`src/rtl/ram_sdp_clr_pkg.sv`:
```
// Shared types and constants for the simple-dual-port RAM with clear sequencer.
// Read-during-write mode encodings select how a same-address read sees a write.
package ram_pkg;

  typedef enum logic {
    RAM_IDLE  = 1'b0,
    RAM_CLEAR = 1'b1
  } ram_state_e;

  localparam int RDW_READ_OLD      = 0;
  localparam int RDW_WRITE_THROUGH = 1;

endpackage

```
`src/rtl/ram_sdp_clr_if.sv`:
```
// Bus bundle for ram_sdp_clr: write port, read port and clear control/status.
// master drives requests, slave (the RAM) returns read data, valid and busy.
interface ram_sdp_clr_if #(
  parameter int DATA_WIDTH = 4,
  parameter int ADDR_WIDTH = 5
);
  logic                  clear_req;
  logic                  busy;
  logic                  wr_en;
  logic [ADDR_WIDTH-1:0] wr_addr;
  logic [DATA_WIDTH-1:0] wr_data;
  logic                  rd_en;
  logic [ADDR_WIDTH-1:0] rd_addr;
  logic [DATA_WIDTH-1:0] rd_data;
  logic                  rd_valid;

  modport master (
    output clear_req, wr_en, wr_addr, wr_data, rd_en, rd_addr,
    input  busy, rd_data, rd_valid
  );

  modport slave (
    input  clear_req, wr_en, wr_addr, wr_data, rd_en, rd_addr,
    output busy, rd_data, rd_valid
  );
endinterface

```
`src/rtl/ram_clear_fsm.sv`:
```
// Clear sequencer: sweeps CLEAR_VALUE over every address, one word per cycle.
// Owns busy; while clearing, the user write port is ignored.
module ram_clear_fsm
  import ram_pkg::*;
#(
  parameter int                    DATA_WIDTH  = 4,
  parameter int                    ADDR_WIDTH  = 5,
  parameter logic [DATA_WIDTH-1:0] CLEAR_VALUE = '0
) (
  input  logic                  clk,
  input  logic                  reset_n,
  input  logic                  clear_req,
  input  logic                  wr_en,
  input  logic [ADDR_WIDTH-1:0] wr_addr,
  input  logic [DATA_WIDTH-1:0] wr_data,
  output logic                  busy,
  output logic                  mem_we,
  output logic [ADDR_WIDTH-1:0] mem_waddr,
  output logic [DATA_WIDTH-1:0] mem_wdata
);

  localparam logic [ADDR_WIDTH-1:0] LAST_ADDR = '1;

  ram_state_e            state_q, state_d;
  logic [ADDR_WIDTH-1:0] clr_addr_q, clr_addr_d;
  logic                  busy_q, busy_d;

  always_comb begin
    state_d    = state_q;
    clr_addr_d = clr_addr_q;
    case (state_q)
      RAM_IDLE: begin
        if (clear_req) state_d = RAM_IDLE == RAM_IDLE ? RAM_CLEAR : RAM_IDLE;
      end
      RAM_CLEAR: begin
        // Address wraps back to zero so the next clear starts at the bottom.
        clr_addr_d = clr_addr_q + ADDR_WIDTH'(1);
        if (clr_addr_q == LAST_ADDR) state_d = RAM_IDLE;
      end
      default: state_d = RAM_IDLE;
    endcase
    busy_d = (state_d == RAM_CLEAR);
  end

  always_ff @(posedge clk or negedge reset_n) begin
    if (!reset_n) begin
      state_q    <= RAM_CLEAR;
      clr_addr_q <= '0;
      busy_q     <= 1'b1;
    end else begin
      state_q    <= state_d;
      clr_addr_q <= clr_addr_d;
      busy_q     <= busy_d;
    end
  end

  assign busy = busy_q;

  always_comb begin
    mem_we    = wr_en;
    mem_waddr = wr_addr;
    mem_wdata = wr_data;
    if (state_q == RAM_CLEAR) begin
      mem_we    = 1'b1;
      mem_waddr = clr_addr_q;
      mem_wdata = CLEAR_VALUE;
    end
  end

endmodule

```
`src/rtl/ram_sdp_clr.sv`:
```
// Simple-dual-port RAM with hardware clear; 1-cycle registered read.
// Reads and writes are dropped while busy; rd_data holds, rd_valid stays low.
module ram_sdp_clr
  import ram_pkg::*;
#(
  parameter int                    DATA_WIDTH  = 4,
  parameter int                    ADDR_WIDTH  = 5,
  parameter int                    RDW_MODE    = RDW_READ_OLD,
  parameter logic [DATA_WIDTH-1:0] CLEAR_VALUE = '0
) (
  input  logic          clk,
  input  logic          reset_n,
  ram_sdp_clr_if.slave  bus
);

  localparam int DEPTH = 2 ** ADDR_WIDTH;

  logic [DATA_WIDTH-1:0] mem [DEPTH];

  logic                  busy;
  logic                  mem_we;
  logic [ADDR_WIDTH-1:0] mem_waddr;
  logic [DATA_WIDTH-1:0] mem_wdata;
  logic                  rd_en_eff;
  logic [DATA_WIDTH-1:0] rd_data_q, rd_data_d;
  logic                  rd_valid_q, rd_valid_d;

  ram_clear_fsm #(
    .DATA_WIDTH  (DATA_WIDTH),
    .ADDR_WIDTH  (ADDR_WIDTH),
    .CLEAR_VALUE (CLEAR_VALUE)
  ) u_clear_fsm (
    .clk       (clk),
    .reset_n   (reset_n),
    .clear_req (bus.clear_req),
    .wr_en     (bus.wr_en),
    .wr_addr   (bus.wr_addr),
    .wr_data   (bus.wr_data),
    .busy      (busy),
    .mem_we    (mem_we),
    .mem_waddr (mem_waddr),
    .mem_wdata (mem_wdata)
  );

  // No reset on the array so it stays mappable onto block RAM.
  always_ff @(posedge clk) begin
    if (mem_we) mem[mem_waddr] <= mem_wdata;
  end

  assign rd_en_eff = bus.rd_en & ~busy;

  always_comb begin
    rd_valid_d = rd_en_eff;
    rd_data_d  = rd_data_q;
    if (rd_en_eff) begin
      rd_data_d = mem[bus.rd_addr];
      if ((RDW_MODE == RDW_WRITE_THROUGH) && mem_we && (mem_waddr == bus.rd_addr))
        rd_data_d = mem_wdata;
    end
  end

  always_ff @(posedge clk or negedge reset_n) begin
    if (!reset_n) begin
      rd_data_q  <= '0;
      rd_valid_q <= 1'b0;
    end else begin
      rd_data_q  <= rd_data_d;
      rd_valid_q <= rd_valid_d;
    end
  end

  assign bus.busy     = busy;
  assign bus.rd_data  = rd_data_q;
  assign bus.rd_valid = rd_valid_q;

endmodule

```
`src/flat_wrapper.sv`:
```
// flat-port wrapper written by rule: the top's interface ports become plain ports
module ram_sdp_clr_flat import ram_pkg::*;
#(
  parameter int                    DATA_WIDTH  = 4,
  parameter int                    ADDR_WIDTH  = 5,
  parameter int                    RDW_MODE    = RDW_READ_OLD,
  parameter logic [DATA_WIDTH-1:0] CLEAR_VALUE = '0
)
  (clk, reset_n, bus_clear_req, bus_wr_en, bus_wr_addr, bus_wr_data, bus_rd_en, bus_rd_addr, bus_busy, bus_rd_data, bus_rd_valid);
  ram_sdp_clr_if #(.DATA_WIDTH(DATA_WIDTH), .ADDR_WIDTH(ADDR_WIDTH)) bus_i ();
  input  logic clk;
  input  logic reset_n;
  input wire logic [$bits(bus_i.clear_req)-1:0] bus_clear_req;
  input wire logic [$bits(bus_i.wr_en)-1:0] bus_wr_en;
  input wire logic [$bits(bus_i.wr_addr)-1:0] bus_wr_addr;
  input wire logic [$bits(bus_i.wr_data)-1:0] bus_wr_data;
  input wire logic [$bits(bus_i.rd_en)-1:0] bus_rd_en;
  input wire logic [$bits(bus_i.rd_addr)-1:0] bus_rd_addr;
  output wire logic [$bits(bus_i.busy)-1:0] bus_busy;
  output wire logic [$bits(bus_i.rd_data)-1:0] bus_rd_data;
  output wire logic [$bits(bus_i.rd_valid)-1:0] bus_rd_valid;
  assign bus_i.clear_req = bus_clear_req;
  assign bus_i.wr_en = bus_wr_en;
  assign bus_i.wr_addr = bus_wr_addr;
  assign bus_i.wr_data = bus_wr_data;
  assign bus_i.rd_en = bus_rd_en;
  assign bus_i.rd_addr = bus_rd_addr;
  assign bus_busy = bus_i.busy;
  assign bus_rd_data = bus_i.rd_data;
  assign bus_rd_valid = bus_i.rd_valid;
  ram_sdp_clr #(.DATA_WIDTH(DATA_WIDTH), .ADDR_WIDTH(ADDR_WIDTH), .RDW_MODE(RDW_MODE), .CLEAR_VALUE(CLEAR_VALUE)) u_core (.clk(clk), .reset_n(reset_n), .bus(bus_i));
endmodule
```
`config.mk`:
```
export PLATFORM = sky130hd
export DESIGN_NAME = ram_sdp_clr_flat
export DESIGN_NICKNAME = d
export VERILOG_FILES = /design/src/rtl/ram_sdp_clr_pkg.sv /design/src/rtl/ram_sdp_clr_if.sv /design/src/rtl/ram_clear_fsm.sv /design/src/rtl/ram_sdp_clr.sv /design/src/flat_wrapper.sv
export SDC_FILE = /design/constraint.sdc
export NUM_CORES = 1
export LEC_CHECK = 0
export BUFFER_PORTS_ARGS = -buffer_cell sky130_fd_sc_hd__buf_4
export CAP_MARGIN = 25
export CORE_MARGIN = 2
export CORE_UTILIZATION = 65
export CTS_CLUSTER_SIZE = 8
export DETAILED_ROUTE_END_ITERATION = 8
export GPL_TIMING_DRIVEN = 0
export PLACE_DENSITY_LB_ADDON = 0.25
export SYNTH_ARGS = -nofsm -noshare
export SYNTH_HDL_FRONTEND = slang
export SYNTH_SLANG_ARGS = --single-unit
```
`constraint.sdc`:
```
create_clock -name clk -period 5.8 [get_ports clk]
set_clock_uncertainty 0.2 [all_clocks]
set_input_delay 0.29 -clock clk [delete_from_list [all_inputs] [get_ports clk]]
set_output_delay 0.29 -clock clk [all_outputs]
set_load 0.02 [all_outputs]
```
==> results.py, run 1 <==
metrics = {
    "sta": {
        "rsz0062_at_grt": "no",
        "drv_slew": 0,
        "layout_min_cycle_time_ns": 2.764,
        "hold_violations": 0,
        "max_freq_ghz": 0.3617,
        "setup_viol": 0,
        "setup_slack_ns": 3.036,
        "fin_crit_sh_pct": 47.66,
        "slew_headroom_pct": 21.06,
        "worstMarginPinSlew_ns": 1.184,
        "fin_setup_tns_ns": 0,
    },
    "power": {
        "power_frac_clock_pct": 36.0,
        "ir_worst_vdd_uv": 276.8,
        "p_int_mw": 2.090,
        "p_leak_nw": 2.530,
        "combPwrFrac_pct": 18.7,
        "pwr-share-seq_pct": 45.3,
        "switching_share_pct": 29.74,
        "power.switching_mw": 0.8848,
        "p_per_area_mw_per_mm2": 440.0,
    },
    "yosys": {
        "syn_area_mm2": 0.005767,
        "synth_top_cell_by_area": "edfxtp_1",
        "ys_seq_elements": 139,
        "synthArstFlopShare_pct": 7.914,
        "syn_area_per_cell_um2": 15.89,
        "netlist_instances": 363,
        "ys_seq_area_share_pct": 71.45,
        "synth_area_leaders": "edfxtp_1, mux2i_1, dfrtp_1",
        "synth_warnings": 0,
        "synth_ff_type": "edfxtp_1",
        "synth.distinct_cells": 33,
        "synth_edf_count": 128,
        "synth.top_cell.area_share_pct": 66.65,
        "syn_nets": 384,
    },
    "worst_setup_path": {
        "crit_type": "register to register",
        "path_max_fanout": 10,
        "required_ns": 5.79,
        "startpoint_type": "register",
        "crit_path_end_kind": "register",
        "rrSetupSlack_ns": 3.04,
        "crit_arrival_ns": 2.75,
    },
    "global_routing": {
        "track_usage_pct": 27.84,
        "grt_pass1_vias": 3450,
        "grt-ovfl-total": 0,
        "antenna_found_initial": 0,
        "grt_pass1_wl_mm": 19.22,
        "grt_max_degree": 21,
    },
    "detailed_routing": {
        "drt_iter0_markers": 448,
        "drc_errors": 0,
        "postRouteAntennaNets": 0,
        "routed_wl_mm": 12.58,
        "avgRoutedWirePerCell_um": 23.61,
        "vias_per_cell": 6.503,
        "vias": 3466,
        "dr.pass1.iters": 5,
    },
    "cts": {
        "numCtsBuffers": 17,
        "htree_levels": 4,
        "cts_sinks": 139,
        "cts_resized": 0,
        "root_buffer": "clkbuf_8",
        "clock_path_buffers": 2,
        "cts_setup_buffers": 0,
        "ctsHoldBuffers": 3,
        "clk_latency_ns": 0.52,
        "cts_tree": "yes",
        "clk_pin_slew_ns": 0.06,
    },
    "die": {
        "die_h_um": 98.19,
        "initial_core_util_pct": 66.45,
        "core_mm2": 0.008678,
        "rows": 34,
        "io_pins": 25,
        "die_area_mm2": 0.009641,
        "die_w_um": 98.19,
    },
    "job": {
        "maxCapViolations": 0,
    },
    "layout": {
        "register_area_mm2": 0.004120,
        "antenna_cells": 0,
        "syn2layout_area_growth_pct": 17.25,
        "drive_gt1_share_pct": 18.82,
        "multiInputGateArea_mm2": 0.001524,
        "finalNetCount": 433,
        "nFillCells": 507,
    },
    "hold_path": {
        "hold_path.class": "primary input to async pin",
    },
    "placement": {
        "post-dp-hpwl_mm": 8.319,
        "place.gp.congestion": 0.8253,
        "post-place-ws_ns": 3.080,
        "io_buffers": 23,
    },
    "run_status": {
        "outcome": "finished clean",
    },
}
-- power by group through the flow --
| stage | Sequential [mW] | Clock, mW | Combinational [mW] |
|---|---|---|---|
| final | 1.35 | 1.07 | 0.556 |
| after global routing | 1.36 | 1.13 | 0.596 |
| after CTS | 1.35 | 1.07 | 0.549 |
| after detailed placement | 1.36 | 0 | 0.539 |
| after global placement | 1.36 | 0 | 0.506 |
| after floorplan | 1.37 | 0 | 0.331 |
-- layer usage --
layer | part of all wire [%] | global-route usage (%)
met1 | 39 | 35.42
met2 | 49 | 43.99
met3 | 9.4 | 10.88
met4 | 2.5 | 10.54
met5 | 0 | 0
-- cell usage in the layout (no fill, tap or decap), types with 7 or more instances in the layout --
| cell type | n |
|---|---|
| mux2i_1 | 65 |
| a22oi_1 | 17 |
| clkbuf_1 | 11 |
| a21oi_1 | 9 |
| buf_4 | 27 |
| edfxtp_1 | 128 |
| inv_6 | 7 |
| nand2_1 | 17 |
| clkbuf_16 | 16 |
| dfrtp_1 | 10 |
| nor2_1 | 36 |
| a22o_1 | 8 |
-- cells in the mapped netlist (all sizes together), types with 2 or more instances --
cell type,count
a21oi,9
o32ai,4
clkbuf,11
edfxtp,128
o41ai,4
buf,7
inv,5
xnor2,2
nand2,17
o21ai,2
nand2b,4
mux2i,65
o22ai,4
a22oi,17
nor2b,8
nor2,36
dfrtp,10
and3,2
a22o,8
ha,2
a31oi,2
a221oi,8
-- flip-flops by register name, summed over array words and instances, names as in the netlist --
signal and cells:
u_core.mem 128, u_core.u_clear_fsm.clr_addr_q 5, u_core.bus.rd_data 4, u_core.bus.rd_valid 1, u_core.u_clear_fsm.busy 1
-- per-stage QoR --
stage | power, mW | cell area [um^2] | cells | util (%) | hold WS, ns
2_1_floorplan | 1.697 | 5767 | 363 | - | -0.2056
3_3_place_gp | 1.864 | 6075 | 494 | 70.00 | -0.05435
3_5_place_dp | 1.904 | 6141 | 498 | 70.76 | -0.04999
4_1_cts | 2.970 | 6761 | 533 | 77.91 | 0.02780
5_1_grt | 3.082 | 6761 | 533 | 77.91 | 0.01124
6_report | 2.975 | 6761 | 533 | 77.91 | 0.04323
-- critical path, cell delays in order, from the launching register on --
cell      delay (ns)
dfstp_2         0.53
clkbuf_1        0.35
clkbuf_1        0.39
nand2_1         0.13
o32ai_1         0.23
nand2_1         0.24
nor2_1          0.34
-- cells by family (layout without fill, tap and decap cells) --
kind of cell / Yosys count / in the layout / share of synthesized area (%)
DFF: 139 / 139 / 71.45
muxes: 66 / 66 / 11.48
buffers and inverters: 23 / 85 / 2.300
AOI/OAI and AO/OA: 59 / 59 / 8.461
and+or+nand+nor: 71 / 71 / 5.424
adders and majority gates: 2 / 2 / 0.4339
xor gates and xnor gates: 3 / 3 / 0.4557
-- final timing paths --
path	start	endpoint	cells after the start
worst min-delay path	reset_n	u_core.u_clear_fsm.busy$_DFF_PN1_	2
min in group clk	bus_rd_addr[3]	u_core.bus.rd_data[3]$_DFFE_PN0P_	4
worst min register to register	u_core.bus.rd_data[1]$_DFFE_PN0P_	u_core.bus.rd_data[1]$_DFFE_PN0P_	2
worst max-delay path	u_core.u_clear_fsm.busy$_DFF_PN1_	u_core.mem[10][0]$_DFFE_PP_	6
max in group asynchronous	reset_n	u_core.bus.rd_data[0]$_DFFE_PN0P_	3
worst max register to register	u_core.u_clear_fsm.busy$_DFF_PN1_	u_core.mem[10][0]$_DFFE_PP_	6
-- layout make-up --
cell class,instances,area share [%]
clock buffer,17,6.125
inverter,5,0.2776
clock inverter,15,2.609
timing repair buffer,30,3.830
tap,108,1.999
buffer,18,1.684
multi-input combinational,201,22.54
sequential,139,60.94
(Power assumes the default switching activity.)
==> run 2, diff against run 1 <==
Settings changed: ABC_AREA set to 1, CORE_UTILIZATION 65 to 55.
Clock period 5.8 ns to 2.3 ns, I/O delays scaled along.
==> results.py, run 2 <==
metrics = {
    "worst_setup_path": {
        "path_max_fanout": 10,
        "crit_chain": "buf_2 -> nor2_1 -> nor2_1 -> nand3_2 -> nor2_1",
        "path_common_cell": "nor2_1",
        "reg2reg_to": "u_core.mem[31][2]$_DFFE_PP_",
        "cp_num_buf_inv": 1,
        "crit_arrival_ns": 2.32,
        "crit_path_top_delay_cell": "dfstp_2",
        "startpoint_type": "register",
        "rrSetupSlack_ns": -0.04,
        "crit_path_end_kind": "register",
        "cpPeakStageDelay_ns": 0.54,
        "startpoint": "u_core.u_clear_fsm.busy$_DFF_PN1_",
        "worstRegToRegCells": 5,
        "cp.depth": 5,
        "required_ns": 2.28,
        "reg2reg_from": "u_core.u_clear_fsm.busy$_DFF_PN1_",
        "crit_family": "simple AND/OR/NAND/NOR gates",
        "crit_type": "register to register",
    },
    "yosys": {
        "synth_top_cell_by_area": "edfxtp_1",
        "synthArstFlopShare_pct": 7.914,
        "synth_area_leaders": "edfxtp_1, nand2_1, nand3_1",
        "ys_seq_area_share_pct": 69.92,
        "synthTopCellsByCount": "nand2_1, edfxtp_1, nand3_1",
        "syn_area_mm2": 0.005893,
        "netlist_instances": 542,
        "synth_ff_type": "edfxtp_1",
        "yosysMostFrequentCell": "nand2_1",
        "syn_area_per_cell_um2": 10.87,
        "ys_seq_elements": 139,
        "synth.top_cell.area_share_pct": 65.22,
        "synth.distinct_cells": 18,
        "syn_nets": 563,
        "synth_warnings": 0,
        "synth_edf_count": 128,
    },
    "sta": {
        "setup_slack_ns": -0.03879,
        "worstMarginPinSlew_ns": 0.7762,
        "drv_slew": 0,
        "hold_slack_ns": 0.05529,
        "layout_min_cycle_time_ns": 2.339,
        "max_freq_ghz": 0.4276,
        "fin_crit_sh_pct": 101.7,
        "slew_headroom_pct": 48.20,
        "hold_violations": 0,
        "rsz0062_at_grt": "yes",
        "fin_setup_tns_ns": -0.6196,
        "setup_viol": 33,
    },
    "global_routing": {
        "grt-ovfl-total": 0,
        "grt_pass1_vias": 4076,
        "antenna_found_initial": 0,
        "grt_pass1_wl_mm": 21.66,
        "track_usage_pct": 26.39,
        "grt_max_degree": 21,
    },
    "layout": {
        "drive_gt1_share_pct": 19.15,
        "syn2layout_area_growth_pct": 21.93,
        "largest_reg_flops": 128,
        "finalNetCount": 619,
        "final_common_cell": "nand2_1",
        "finalInstanceArea_mm2": 0.007186,
        "antenna_cells": 0,
        "mostFrequentLayoutCells": "nand2_1, edfxtp_1, nand3_1",
        "finish.utilization_pct": 69.29,
        "fin_cells": 747,
        "largest-register": "u_core.mem",
    },
    "power": {
        "pwr-share-seq_pct": 41.2,
        "p_per_area_mw_per_mm2": 1142,
        "power_frac_clock_pct": 38.1,
        "ir_worst_vdd_uv": 720.6,
        "switching_share_pct": 29.23,
        "power.switching_mw": 2.398,
        "combPwrFrac_pct": 20.7,
        "p_leak_nw": 2.838,
        "total_power_mw": 8.203,
        "p_int_mw": 5.806,
    },
    "die": {
        "io_pins": 25,
        "die_w_um": 107.5,
        "rows": 37,
        "die_h_um": 107.5,
        "die_area_mm2": 0.01156,
        "initial_core_util_pct": 56.83,
        "core_mm2": 0.01037,
    },
    "cts": {
        "clock_path_buffers": 2,
        "cts_setup_buffers": 0,
        "htree_levels": 4,
        "root_buffer": "clkbuf_8",
        "cts_sinks": 139,
        "clk_latency_ns": 0.52,
        "clk_pin_slew_ns": 0.06,
        "cts_tree": "yes",
        "numCtsBuffers": 17,
    },
    "placement": {
        "post-dp-hpwl_mm": 9.665,
        "place.gp.congestion": 0.9301,
        "placed_cells": 703,
        "io_buffers": 21,
        "placed_cell_area_mm2": 0.006304,
        "post-place-ws_ns": -0.1218,
    },
    "detailed_routing": {
        "drt_iter0_markers": 393,
        "drc_errors": 0,
        "postRouteAntennaNets": 0,
        "routed_wl_mm": 14.31,
        "vias_per_cell": 5.560,
        "dr.pass1.iters": 5,
        "avgRoutedWirePerCell_um": 19.16,
        "vias": 4153,
    },
    "hold_path": {
        "hp-start": "bus_rd_addr[2]",
        "holdPathEnd": "u_core.bus.rd_data[3]$_DFFE_PN0P_",
        "hold_depth": 7,
        "hold_path.class": "primary input to register",
    },
    "job": {
        "maxCapViolations": 0,
    },
    "run_status": {
        "outcome": "finished with violations",
        "violations": "setup timing",
    },
}
[run 2: changes by cell type after synthesis, moves of 12 or more]
cell / delta
a22oi_1: -17
nand2_1: +173
buf_2: +16
inv_1: +12
mux2i_1: -65
nand3_1: +112
[run 2: worst max path at each step]
stage / endpoint / slack (ns)
finish: u_core.mem[31][2]$_DFFE_PP_ / -0.04
global route: u_core.mem[7][0]$_DFFE_PP_ / -0.11
CTS: u_core.mem[15][0]$_DFFE_PP_ / -0.13
detailed placement: u_core.mem[15][3]$_DFFE_PP_ / -0.12
global placement: u_core.mem[29][0]$_DFFE_PP_ / -0.81
floorplan: u_core.mem[0][0]$_DFFE_PP_ / 0.23
[run 2: cells by family after synthesis]
group | Yosys count | share of synthesized area (%)
AOI/OAI and AO/OA | 5 | 0.4246
DFF | 139 | 69.92
buffers and inverters | 45 | 4.162
xor gates and xnor gates | 3 | 0.4459
adders and majority gates | 2 | 0.4246
and+or+nand+nor | 348 | 24.63
[run 2: what timing repair did]
item,CTS,global route
hold endpoints to repair,74,0
gates resized for setup,8,20
hold buffers,12,0
endpoints found under the setup margin,92,96
[run 2: metal layers]
layer	share of wire [%]	vias to the layer above	global-route usage, %
met4	2.6	0	11.08
met3	8.9	35	5.993
met1	39	1951	34.71
met5	0	-	0
met2	49	193	42.59
li1	-	1974	-
[run 2: final cells by class]
class	instances	area (um^2)
plain buffers	26	173.9
multi-input cells	358	1618
repair buffers	37	350.3
inverters	19	71.32
well taps	136	170.2
fillers	757	3184
clock buffers	17	414.1
flip-flops and latches	139	4120
clock inverters	15	267.8
[run 2: tightest hold or removal path, cell delays in order]
cell and delay (ns):
buf_2 0.17, nand3_1 0.10, nand2_1 0.04, nand2_1 0.05, nand3_1 0.07, nand3_1 0.11, nand2_1 0.06
[run 2: power groups by stage]
stage / clock network, mW / logic, mW / registers [mW]
2_1_floorplan: 0 / 0.880 / 3.45
3_3_place_gp: 0 / 1.40 / 3.42
3_5_place_dp: 0 / 1.50 / 3.43
4_1_cts: 3.14 / 1.57 / 3.38
5_1_grt: 3.26 / 1.82 / 3.41
6_report: 3.12 / 1.70 / 3.38
==> run 3, diff against run 2 <==
--- a/config.mk
+++ b/config.mk
@@ -11,3 +11,3 @@
 export CORE_MARGIN = 2
-export CORE_UTILIZATION = 55
+export CORE_UTILIZATION = 66
 export CTS_CLUSTER_SIZE = 8
==> constraint.sdc (replaced) <==
create_clock -name clk -period 2.84 [get_ports clk]
set_clock_uncertainty 0.2 [all_clocks]
set_input_delay 0.852 -clock clk [delete_from_list [all_inputs] [get_ports clk]]
set_output_delay 0.852 -clock clk [all_outputs]
set_load 0.02 [all_outputs]
==> results.py, run 3 (synthesized netlist as in run 2, its figures left out) <==
metrics = {
    "run_status": {
        "outcome": "finished clean",
    },
    "detailed_routing": {
        "routed_wl_mm": 14.27,
        "dr.pass1.iters": 5,
        "vias": 4318,
        "postRouteAntennaNets": 0,
        "avgRoutedWirePerCell_um": 20.19,
        "drt_iter0_markers": 496,
        "drc_errors": 0,
        "vias_per_cell": 6.107,
    },
    "sta": {
        "setup_viol": 0,
        "max_freq_ghz": 0.4073,
        "hold_violations": 0,
        "drv_slew": 0,
        "layout_min_cycle_time_ns": 2.455,
        "slew_headroom_pct": 49.68,
        "rsz0062_at_grt": "no",
        "fin_setup_tns_ns": 0,
        "fin_crit_sh_pct": 86.45,
        "worstMarginPinSlew_ns": 0.7540,
        "setup_slack_ns": 0.3849,
    },
    "layout": {
        "nFillCells": 525,
        "largest-register": "u_core.mem",
        "drive_gt1_share_pct": 14.36,
        "mostFrequentLayoutCells": "nand2_1, edfxtp_1, nand3_1",
        "antenna_cells": 0,
        "final_common_cell": "nand2_1",
        "syn2layout_area_growth_pct": 16.20,
        "finalNetCount": 608,
        "largest_reg_flops": 128,
    },
    "worst_setup_path": {
        "startpoint_type": "register",
        "crit_path_top_delay_cell": "dfstp_2",
        "crit_type": "register to register",
        "path_max_fanout": 10,
        "reg2reg_from": "u_core.u_clear_fsm.busy$_DFF_PN1_",
        "crit_path_end_kind": "register",
        "cpPeakStageDelay_ns": 0.53,
        "path_common_cell": "nor2_1",
        "crit_chain": "buf_2 -> nor2_1 -> nor2_1 -> nand3_1 -> nor2_1",
        "cp_num_buf_inv": 1,
        "crit_family": "simple AND/OR/NAND/NOR gates",
        "required_ns": 2.82,
        "crit_arrival_ns": 2.43,
        "startpoint": "u_core.u_clear_fsm.busy$_DFF_PN1_",
    },
    "die": {
        "die_area_mm2": 0.009701,
        "die_h_um": 98.50,
        "rows": 34,
        "core_mm2": 0.008678,
        "io_pins": 25,
        "die_w_um": 98.50,
        "initial_core_util_pct": 67.91,
    },
    "power": {
        "p_per_area_mw_per_mm2": 895.0,
        "p_leak_nw": 2.734,
        "ir_worst_vdd_uv": 639.2,
    },
    "placement": {
        "post-place-ws_ns": 0.2354,
        "post-dp-hpwl_mm": 9.464,
        "place.gp.congestion": 0.9496,
        "io_buffers": 21,
    },
    "hold_path": {
        "hold_path.class": "register to register",
        "hp-start": "u_core.bus.rd_data[3]$_DFFE_PN0P_",
    },
    "cts": {
        "cts_tree": "yes",
        "numCtsBuffers": 17,
        "htree_levels": 4,
        "cts_resized": 0,
        "clock_path_buffers": 2,
        "clk_pin_slew_ns": 0.06,
        "cts_sinks": 139,
        "root_buffer": "clkbuf_8",
        "clk_latency_ns": 0.52,
    },
    "global_routing": {
        "antenna_found_initial": 0,
        "track_usage_pct": 31.04,
        "grt_max_degree": 23,
        "grt_pass1_vias": 4402,
        "grt_pass1_wl_mm": 22.06,
        "grt-ovfl-total": 0,
    },
    "job": {
        "maxCapViolations": 0,
    },
}
## run 3: stage by stage
| step | instance area (um^2) | instances | utilization, % | hold WS (ns) | power, mW |
|---|---|---|---|---|---|
| floorplan | 5893 | 542 | - | 0.2882 | 3.509 |
| global placement | 6186 | 671 | 71.28 | 0.2704 | 3.884 |
| detailed placement | 6269 | 675 | 72.23 | 0.2748 | 3.982 |
| CTS | 6848 | 707 | 78.91 | 0.2949 | 6.103 |
| global route | 6848 | 707 | 78.91 | 0.3149 | 6.374 |
| finish | 6848 | 707 | 78.91 | 0.2950 | 6.129 |
## run 3: report_power, final
| part | switching (mW) | internal (mW) |
|---|---|---|
| clock network | 0.799 | 1.32 |
| registers | 0.101 | 2.64 |
| logic | 0.940 | 0.323 |
| total | 1.84 | 4.29 |
## run 3: worst reg2reg max path, delay by kind of cell (launching register included)
family	cells	cell delay, ns
flops	1	0.53
buf+inv	1	0.19
simple gates	4	1.19
## run 3: timing repair
| action | 4_1_cts | 5_1_grt |
|---|---|---|
| endpoints found under the hold margin | 10 | 0 |
| setup buffers | 0 | 0 |
| hold buffers | 1 | 0 |
## run 3: layout make-up
cell class | instances | area [um^2] | share of cell area (%)
flip-flops and latches | 139 | 4120 | 60.17
multi-input cells | 358 | 1538 | 22.46
clock buffers | 18 | 417.9 | 6.103
clock inverters | 13 | 151.4 | 2.211
plain buffers | 26 | 173.9 | 2.540
inverters | 19 | 71.32 | 1.041
well taps | 108 | 135.1 | 1.973
repair buffers | 26 | 240.2 | 3.508
## run 3: path summary, 6_finish.rpt
kind | endpoint | slack, ns | cells past startpoint
setup reg to reg | u_core.mem[1][1]$_DFFE_PP_ | 0.38 | 5
hold reg to reg | u_core.bus.rd_data[3]$_DFFE_PN0P_ | 0.29 | 2
max in group asynchronous | u_core.u_clear_fsm.busy$_DFF_PN1_ | 1.70 | 2
hold / removal | u_core.bus.rd_data[3]$_DFFE_PN0P_ | 0.29 | 2
min in group asynchronous | u_core.u_clear_fsm.clr_addr_q[3]$_DFFE_PN0P_ | 0.51 | 2
setup / recovery | u_core.mem[1][1]$_DFFE_PP_ | 0.38 | 5
## run 3: routing by layer
layer	wire length [um]	track usage, %	vias up
li1	-	-	1944
met1	5071	39.13	2016
met2	7135	49.76	298
met3	1539	8.085	60
met4	525	17.07	0
met5	0	0	-
